==> config.mk <==
export PLATFORM = sky130hd
export DESIGN_NAME = lif_cfg_serializer
export DESIGN_NICKNAME = d
export VERILOG_FILES = /design/src/rtl/lif_cfg_pkg.sv /design/src/rtl/lif_cfg_serializer.sv
export SDC_FILE = /design/constraint.sdc
export NUM_CORES = 1
export LEC_CHECK = 0
export BUFFER_PORTS_ARGS = -buffer_cell sky130_fd_sc_hd__buf_4
export CAP_MARGIN = 15
export CELL_PAD_IN_SITES_DETAIL_PLACEMENT = 1
export CELL_PAD_IN_SITES_GLOBAL_PLACEMENT = 2
export CORE_UTILIZATION = 40
export CTS_BUF_LIST = sky130_fd_sc_hd__clkbuf_4
export CTS_CLUSTER_SIZE = 25
export DETAILED_ROUTE_END_ITERATION = 10
export MAX_ROUTING_LAYER = met4
export PLACE_DENSITY_LB_ADDON = 0.1
export SLEW_MARGIN = 20
export SYNTH_ARGS = -nofsm -noshare
export SYNTH_HDL_FRONTEND = slang
export SYNTH_SLANG_ARGS = --single-unit
==> constraint.sdc <==
create_clock -name clk -period 6 [get_ports clk]
set_input_delay 1.5 -clock clk [delete_from_list [all_inputs] [get_ports clk]]
set_output_delay 1.5 -clock clk [all_outputs]
set_load 0.02 [all_outputs]
==> src/rtl/lif_cfg_pkg.sv <==
// Shared definitions for the LIF neuron serial configuration path:
// transmitter state encoding, default frame width and the frame field layout.
package lif_cfg_pkg;

  typedef enum logic [1:0] {
    ST_IDLE       = 2'd0,
    ST_SHIFT      = 2'd1,
    ST_WAIT_READY = 2'd2
  } cfg_state_e;

  localparam int DEFAULT_FRAME_BITS = 32;

  // Field layout of a 32-bit frame; the neuron's receiver decodes the same offsets.
  localparam int THRESH_LSB = 20;
  localparam int THRESH_W   = 12;
  localparam int LEAK_LSB   = 12;
  localparam int LEAK_W     = 8;
  localparam int W1_LSB     = 6;
  localparam int W1_W       = 6;
  localparam int W0_LSB     = 0;
  localparam int W0_W       = 6;

  // Counter width for a 0..span-1 counter; never narrower than one bit.
  function automatic int cnt_width(input int span);
    if (span > 1) begin
      return $clog2(span);
    end else begin
      return 1;
    end
  endfunction

endpackage

==> src/rtl/lif_cfg_serializer.sv <==
// Parallel-to-serial configuration transmitter for the dual-channel LIF neuron:
// shifts one frame MSB-first on load_mode/serial_data, then awaits params_ready.
module lif_cfg_serializer
  import lif_cfg_pkg::*;
#(
  parameter int FRAME_BITS    = DEFAULT_FRAME_BITS,
  parameter int CLKS_PER_BIT  = 1,
  parameter int READY_TIMEOUT = 64
) (
  input  logic                  clk,
  input  logic                  rst_n,
  input  logic [FRAME_BITS-1:0] cfg_word,
  input  logic                  cfg_valid,
  output logic                  cfg_ready,
  output logic                  load_mode,
  output logic                  serial_data,
  input  logic                  params_ready,
  output logic                  busy,
  output logic                  cfg_done,
  output logic                  cfg_err
);

  localparam int TICK_W = cnt_width(CLKS_PER_BIT);
  localparam int BIT_W  = cnt_width(FRAME_BITS);
  localparam int WAIT_W = cnt_width(READY_TIMEOUT);

  localparam logic [TICK_W-1:0] TICK_LAST = TICK_W'(CLKS_PER_BIT - 1);
  localparam logic [BIT_W-1:0]  BIT_LAST  = BIT_W'(FRAME_BITS - 1);
  localparam logic [WAIT_W-1:0] WAIT_LAST = WAIT_W'(READY_TIMEOUT - 1);

  cfg_state_e            state_r, state_s;
  logic [FRAME_BITS-1:0] shreg_r, shreg_s;
  logic [TICK_W-1:0]     tick_r, tick_s;
  logic [BIT_W-1:0]      bit_r, bit_s;
  logic [WAIT_W-1:0]     wait_r, wait_s;
  logic                  seen_low_r, seen_low_s;

  logic cfg_ready_r, load_mode_r, serial_data_r, busy_r, cfg_done_r, cfg_err_r;
  logic done_s, err_s, serial_data_s;

  // Next-state, counter and event logic; outputs are registered from the next state.
  always_comb begin
    state_s    = state_r;
    shreg_s    = shreg_r;
    tick_s     = tick_r;
    bit_s      = bit_r;
    wait_s     = wait_r;
    seen_low_s = seen_low_r;
    done_s     = 1'b0;
    err_s      = 1'b0;

    case (state_r)
      ST_IDLE: begin
        if (cfg_valid && cfg_ready_r) begin
          state_s    = ST_SHIFT;
          shreg_s    = cfg_word;
          tick_s     = '0;
          bit_s      = '0;
          seen_low_s = ~params_ready;
        end else begin
          seen_low_s = seen_low_r;
        end
      end

      ST_SHIFT: begin
        seen_low_s = seen_low_r | ~params_ready;
        if (tick_r == TICK_LAST) begin
          tick_s  = '0;
          shreg_s = {shreg_r[FRAME_BITS-2:0], 1'b0};
          if (bit_r == BIT_LAST) begin
            state_s = ST_WAIT_READY;
            wait_s  = '0;
          end else begin
            bit_s = bit_r + 1'b1;
          end
        end else begin
          tick_s = tick_r + 1'b1;
        end
      end

      ST_WAIT_READY: begin
        seen_low_s = seen_low_r | ~params_ready;
        // A qualified acknowledgement takes priority over an expiring timeout.
        if (seen_low_r && params_ready) begin
          done_s  = 1'b1;
          state_s = ST_IDLE;
        end else if (wait_r == WAIT_LAST) begin
          err_s   = 1'b1;
          state_s = ST_IDLE;
        end else begin
          wait_s = wait_r + 1'b1;
        end
      end

      default: begin
        state_s = ST_IDLE;
      end
    endcase

    if (state_s == ST_SHIFT) begin
      serial_data_s = shreg_s[FRAME_BITS-1];
    end else begin
      serial_data_s = 1'b0;
    end
  end

  // State, shift register and counters.
  always_ff @(posedge clk or negedge rst_n) begin
    if (!rst_n) begin
      state_r    <= ST_IDLE;
      shreg_r    <= '0;
      tick_r     <= '0;
      bit_r      <= '0;
      wait_r     <= '0;
      seen_low_r <= 1'b0;
    end else begin
      state_r    <= state_s;
      shreg_r    <= shreg_s;
      tick_r     <= tick_s;
      bit_r      <= bit_s;
      wait_r     <= wait_s;
      seen_low_r <= seen_low_s;
    end
  end

  // Registered outputs.
  always_ff @(posedge clk or negedge rst_n) begin
    if (!rst_n) begin
      cfg_ready_r   <= 1'b1;
      load_mode_r   <= 1'b0;
      serial_data_r <= 1'b0;
      busy_r        <= 1'b0;
      cfg_done_r    <= 1'b0;
      cfg_err_r     <= 1'b0;
    end else begin
      cfg_ready_r   <= (state_s == ST_IDLE);
      load_mode_r   <= (state_s == ST_SHIFT);
      serial_data_r <= serial_data_s;
      busy_r        <= (state_s != ST_IDLE);
      cfg_done_r    <= done_s;
      cfg_err_r     <= err_s;
    end
  end

  assign cfg_ready   = cfg_ready_r;
  assign load_mode   = load_mode_r;
  assign serial_data = serial_data_r;
  assign busy        = busy_r;
  assign cfg_done    = cfg_done_r;
  assign cfg_err     = cfg_err_r;

endmodule

======== Word level (Yosys, flattened, before mapping) ========
Index checks and enable logic that the tools add are counted.
storage, ports and cells
  word-level logic and storage cells ...... 72
  output and inout bits ................... 6
  bits in registers ....................... 53
operators by class
  add/sub/neg operators ................... 3
  muxes and demuxes ....................... 29
  bitwise logic cells ..................... 2
  eq/ne operators ......................... 11
  reductions and logical operators ........ 14
operators by type and width
  operator             number
  $mux 32              2
  $pmux 32 s2          1
  $mux 6               4
  $mux 5               3
  $ne 2x2->1 const B   6
  $pmux 6 s2           1
  $mux 2               5
  $pmux 5 s2           1
  $mux 1               9
  $reduce_bool 2->1    4
  $add 6x1->6 const B  1
  $eq 6x6->1 const B   1
  $pmux 2 s3           1
  $add 5x1->5 const B  1
  $eq 5x5->1 const B   1
  $reduce_and 5->1     1
  $eq 2x1->1 const B   2
  $logic_not 2->1      2
  $pmux 1 s2           2
  $reduce_and 2->1     2
  $reduce_and 4->1     1
  $reduce_and 3->1     1
  $eq 2x2->1 const B   1
  $logic_and 1x1->1    2
  4 further kinds      4

======== Depth between registers and ports, before layout ========
  word-level depth ........................ 6
  depth in mapped cells ................... 8
  gate-level depth less buffers ........... 7

======== Least setup slack after synthesis ========
No wires, ideal clock.
  path kind ............................... input to register
  from .................................... input params_ready
  to ...................................... register wait_r[3]
  arrival ................................. 2762 ps
  data required time ...................... 5922 ps
  stages on the path ...................... 5
  slack ................................... 3160 ps
  cell sequence ........................... and3_4 -> or3_1 -> buf_6 -> or4_1 -> a21boi_1
on the way
  longest elaborated chain between the ends .. 3
RTL lines
  what                        line                       source
  from (decl)                 lif_cfg_serializer.sv:17   input logic params_ready,
  $logic_and 1x1->1           lif_cfg_serializer.sv:84   if (seen_low_r && params_ready) begin
  $ne 2x2->1 (no line)        n/a
  $reduce_and 5->1 (no line)  n/a
  to (signal assigned)        lif_cfg_serializer.sv:121  wait_r <= wait_s;
  to (decl)                   lif_cfg_serializer.sv:35   logic [WAIT_W-1:0] wait_r, wait_s;
No other way between the ends.
A chain may end at the register's enable or synchronous reset.

======== Worst setup path after layout ========
  from .................................... input cfg_valid
  to ...................................... register serial_data_r (netlist: serial_data)
on the way
  longest elaborated chain between the ends .. 5
  elaborated cells on any way between the ends .. 7
RTL lines
  what                     line                       source
  from (decl)              lif_cfg_serializer.sv:13   input logic cfg_valid,
  $logic_and 1x1->1 *      lif_cfg_serializer.sv:54   if (cfg_valid && cfg_ready_r) begin
  $mux 2                   lif_cfg_serializer.sv:54
  $pmux 2 s3               lif_cfg_serializer.sv:52   case (state_r)
  $eq 2x1->1               lif_cfg_serializer.sv:100  if (state_s == ST_SHIFT) begin
  $mux 1 *                 lif_cfg_serializer.sv:100
  named net serial_data_s  lif_cfg_serializer.sv:39   logic done_s, err_s, serial_data_s;
  to (signal assigned)     lif_cfg_serializer.sv:138  serial_data_r <= serial_data_s;
  to (decl)                lif_cfg_serializer.sv:38   logic cfg_ready_r, load_mode_r, serial_data_r, busy_r, cfg_done_r, cfg_err_r;
Mark *: on every way through the listed nets, which the timed path passes. The rest lies on a longest branch. The select of a mux whose other input is x is not followed.

==> metrics.md <==
| Metric | Value |
|---|---|
| MaxCap Viol Count | `0` |
| CP arrival | `3.04 ns` |
| Final period util | `46.7%` |
| Internal cell power | `0.772 mW` |
| Worst-Skew Late Latency | `0.36 ns` |
| Fmax | `0.357 GHz` |
| R2R cell count | `7` |
| Post-synth ARST share | `100%` |
| Place WS | `2.46 ns` |
| Row count | `27` |
| Syn Inst Count | `210` |
| Initial antenna violation count | `0` |
| DR top layer | `met4` |
| Fin crit period | `2.80 ns` |
| Clock slew at reported path FFs | `0.14 ns` |
| Clock network fraction of design power | `12.1%` |
| WHS Path Cells | `2` |
| Die area | `6180 µm²` |
| Reg-to-Reg End | `wait_r[3]` |
| Post-synth EDFFs | `0` |
| IO buf count | `41` |
| Worst-Margin Slew | `0.674 ns` |
| Placed insts | `311` |
| Post-synth cell types | `36` |
| Hold Crit Class | `reg -> reg` |
| Core area | `5570 µm²` |
| Diodes inserted | `0` |
| Number of global-route vias before repair | `1,891` |
| CP Data Required Time | `6.23 ns` |
| Non-filler instance count after layout | `319` |
| Post-synthesis cell area | `2350 µm²` |
| Final setup fails | `0` |
| Commonest non-fill, non-tap cell in the layout | `dfrtp_1` |
| Yosys warnings | `0` |
| Layout cells sized above 1 | `22.7%` |
| WHS Endpoint | `shreg_r[11]` |
| DRC viols | `0` |
| Commonest non-fill, non-tap cells in the layout | `dfrtp_1 (51), buf_4 (42), inv_1 (34)` |
| Ports | `42` |
| RSZ-0062 raised after global routing | `no` |
| Area growth, synth to finish | `17.5%` |
| Die X | `78.6 µm` |
| Largest fanout on the critical path | `37` |
| Net count after synthesis | `253` |
| Reg-to-reg slack, setup | `3.41 ns` |
| Sequential share of the synthesized area | `55.5%` |
| CTS tree | `yes` |
| Drt total wl | `5.31 mm` |
| Via count | `1,840` |
| Net switching power | `0.485 mW` |
| Hold Fails Final Rpt | `0` |
| Comb pwr share | `40.7%` |
| Drt initial violations | `187` |
| Area leader, netlist | `dfrtp_1` |
| Initial Util | `42.1%` |
| Total power per unit cell area | `456 nW/µm²` |
| Final Util | `49.5%` |
| Tot GR Track Use | `19.8%` |
| Clock skew | `0.00217 ns` |
| Largest net degree at the start of global routing | `53` |
| Main synth FF type | `dfrtp_1` |
| Postcts setup bufs | `0` |
| Switching share of total power | `38.6%` |
| Slew Limit Fails | `0` |
| Total power | `1.26 mW` |
| Vias per cell | `5.77` |
| Status | `finished clean` |
| Clock Sinks | `52` |
| Setup TNS | `0 ns` |
| Post-cts gate resize count | `0` |
| CTS root buf | `clkbuf_4` |
| Total gr overflow | `0` |
| Top-area cell type share of the netlist area | `54.4%` |
| CP Launch Type | `input port` |
| Clock Path Buffers | `2` |
| Syn avg cell area | `11.2 µm²` |
| Global-route wire length before repair | `9.24 mm` |
| Layout Nets | `289` |
| Synthesis-stage register bit count | `52` |
| TritonCTS buffer count | `5` |
| Slew headroom | `55.1%` |
| Die Ht | `78.6 µm` |
| WL met2 | `2.61 mm` |
| Met1 Wirelength | `2.38 mm` |
| DP HPWL | `3.64 mm` |
| GPL Wtd Cong | `0.752` |
| DR pass1 iterations | `7` |
| Final WS setup | `3.20 ns` |
| H-tree depth | `2` |
| Leakage Power | `1.38 nW` |
| Worst Hold Launch | `shreg_r[10]` |
| Wire length on met3 | `247 µm` |
| Worst Setup End Kind | `flop` |
| Reg power frac | `47.3%` |
| Critical path class | `in -> reg` |
| VDD IR max | `0.175 mV` |
| CTS Hold Bufs | `0` |
| Detail Route Antenna Nets | `0` |
| Reg-to-reg startpoint | `bit_r[0]` |
| Top cells by area, synth | `dfrtp_1 (54%), a222oi_1 (13%), inv_1 (5.4%)` |
| WL/cell | `16.6 µm` |
-- metrics by stage --
step	hold slack (ns)	area, µm²
floorplan	0.453	2350
global placement	0.471	2700
detailed placement	0.483	2700
CTS	0.522	2750
global route	0.550	2760
finish	0.519	2760
-- power by group through the flow --
stage	Combinational, mW	Sequential (mW)	Clock (mW)
2_1_floorplan	0.379	0.585	0
3_3_place_gp	0.483	0.590	0
3_5_place_dp	0.517	0.599	0
5_1_grt	0.581	0.612	0.178
6_report	0.511	0.594	0.152
4_1_cts	0.517	0.593	0.159
-- synthesized netlist by cell type, drive strengths merged (3+ instances only) --
cell / instances
clkbuf: 11
inv: 34
nor3: 5
a21o: 3
o31ai: 5
a21oi: 3
nor2b: 3
a222oi: 31
nand2: 9
nor2: 5
dfrtp: 51
and3: 3
nand3: 4
ha: 7
a22o: 6
nand2b: 5
o21ai: 4
-- flip-flops by register name (all words and copies together) (netlist names) --
signal       cells
busy             1
shreg_r         32
bit_r            5
serial_data      1
wait_r           6
load_mode        1
cfg_err          1
seen_low_r       1
cfg_ready        1
cfg_done         1
state_r          2
-- metal layers --
metal	global-route usage (%)	up-vias
li1	-	855
met1	25.9	928
met2	31.1	49
met3	4.19	8
met4	5.56	0
met5	-	-
-- worst max-delay path: stages --
cell and delay, ns:
buf_4 0.09, and3_2 0.60, a21oi_2 0.04, buf_4 0.28
a222oi_1 0.41, nor3b_1 0.11
-- logic make-up (layout without fill, tap and decap cells) --
| kind of cell | count (synthesis) | after routing | synth area share, % |
|---|---|---|---|
| DFF | 52 | 52 | 55.5 |
| buffers and inverters | 47 | 84 | 7.89 |
| and+or+nand+nor | 43 | 43 | 10.1 |
| adders and majority gates | 7 | 7 | 3.73 |
| AOI/OAI and AO/OA | 59 | 59 | 22.0 |
| muxes | 2 | 2 | 0.853 |
-- worst max-delay path by stage --
stage	from	endpoint	slack, ns	cells after the start
2_1_floorplan	params_ready	wait_r[3]	3.16	5
3_5_place_dp	cfg_valid	serial_data	2.46	6
4_1_cts	cfg_valid	serial_data	2.86	6
3_3_place_gp	cfg_valid	serial_data	2.54	6
5_1_grt	cfg_valid	serial_data	3.13	5
6_report	cfg_valid	serial_data	3.20	6
-- cell type report --
class	count	area, µm²
clock inverters	3	13.8
clock buffers	5	37.5
fillers	638	2820
repair buffers	42	315
flip-flops and latches	52	1300
multi-input cells	111	872
inverters	34	128
well taps	72	90.1
No activity file was read; power rests on OpenSTA's default activity.
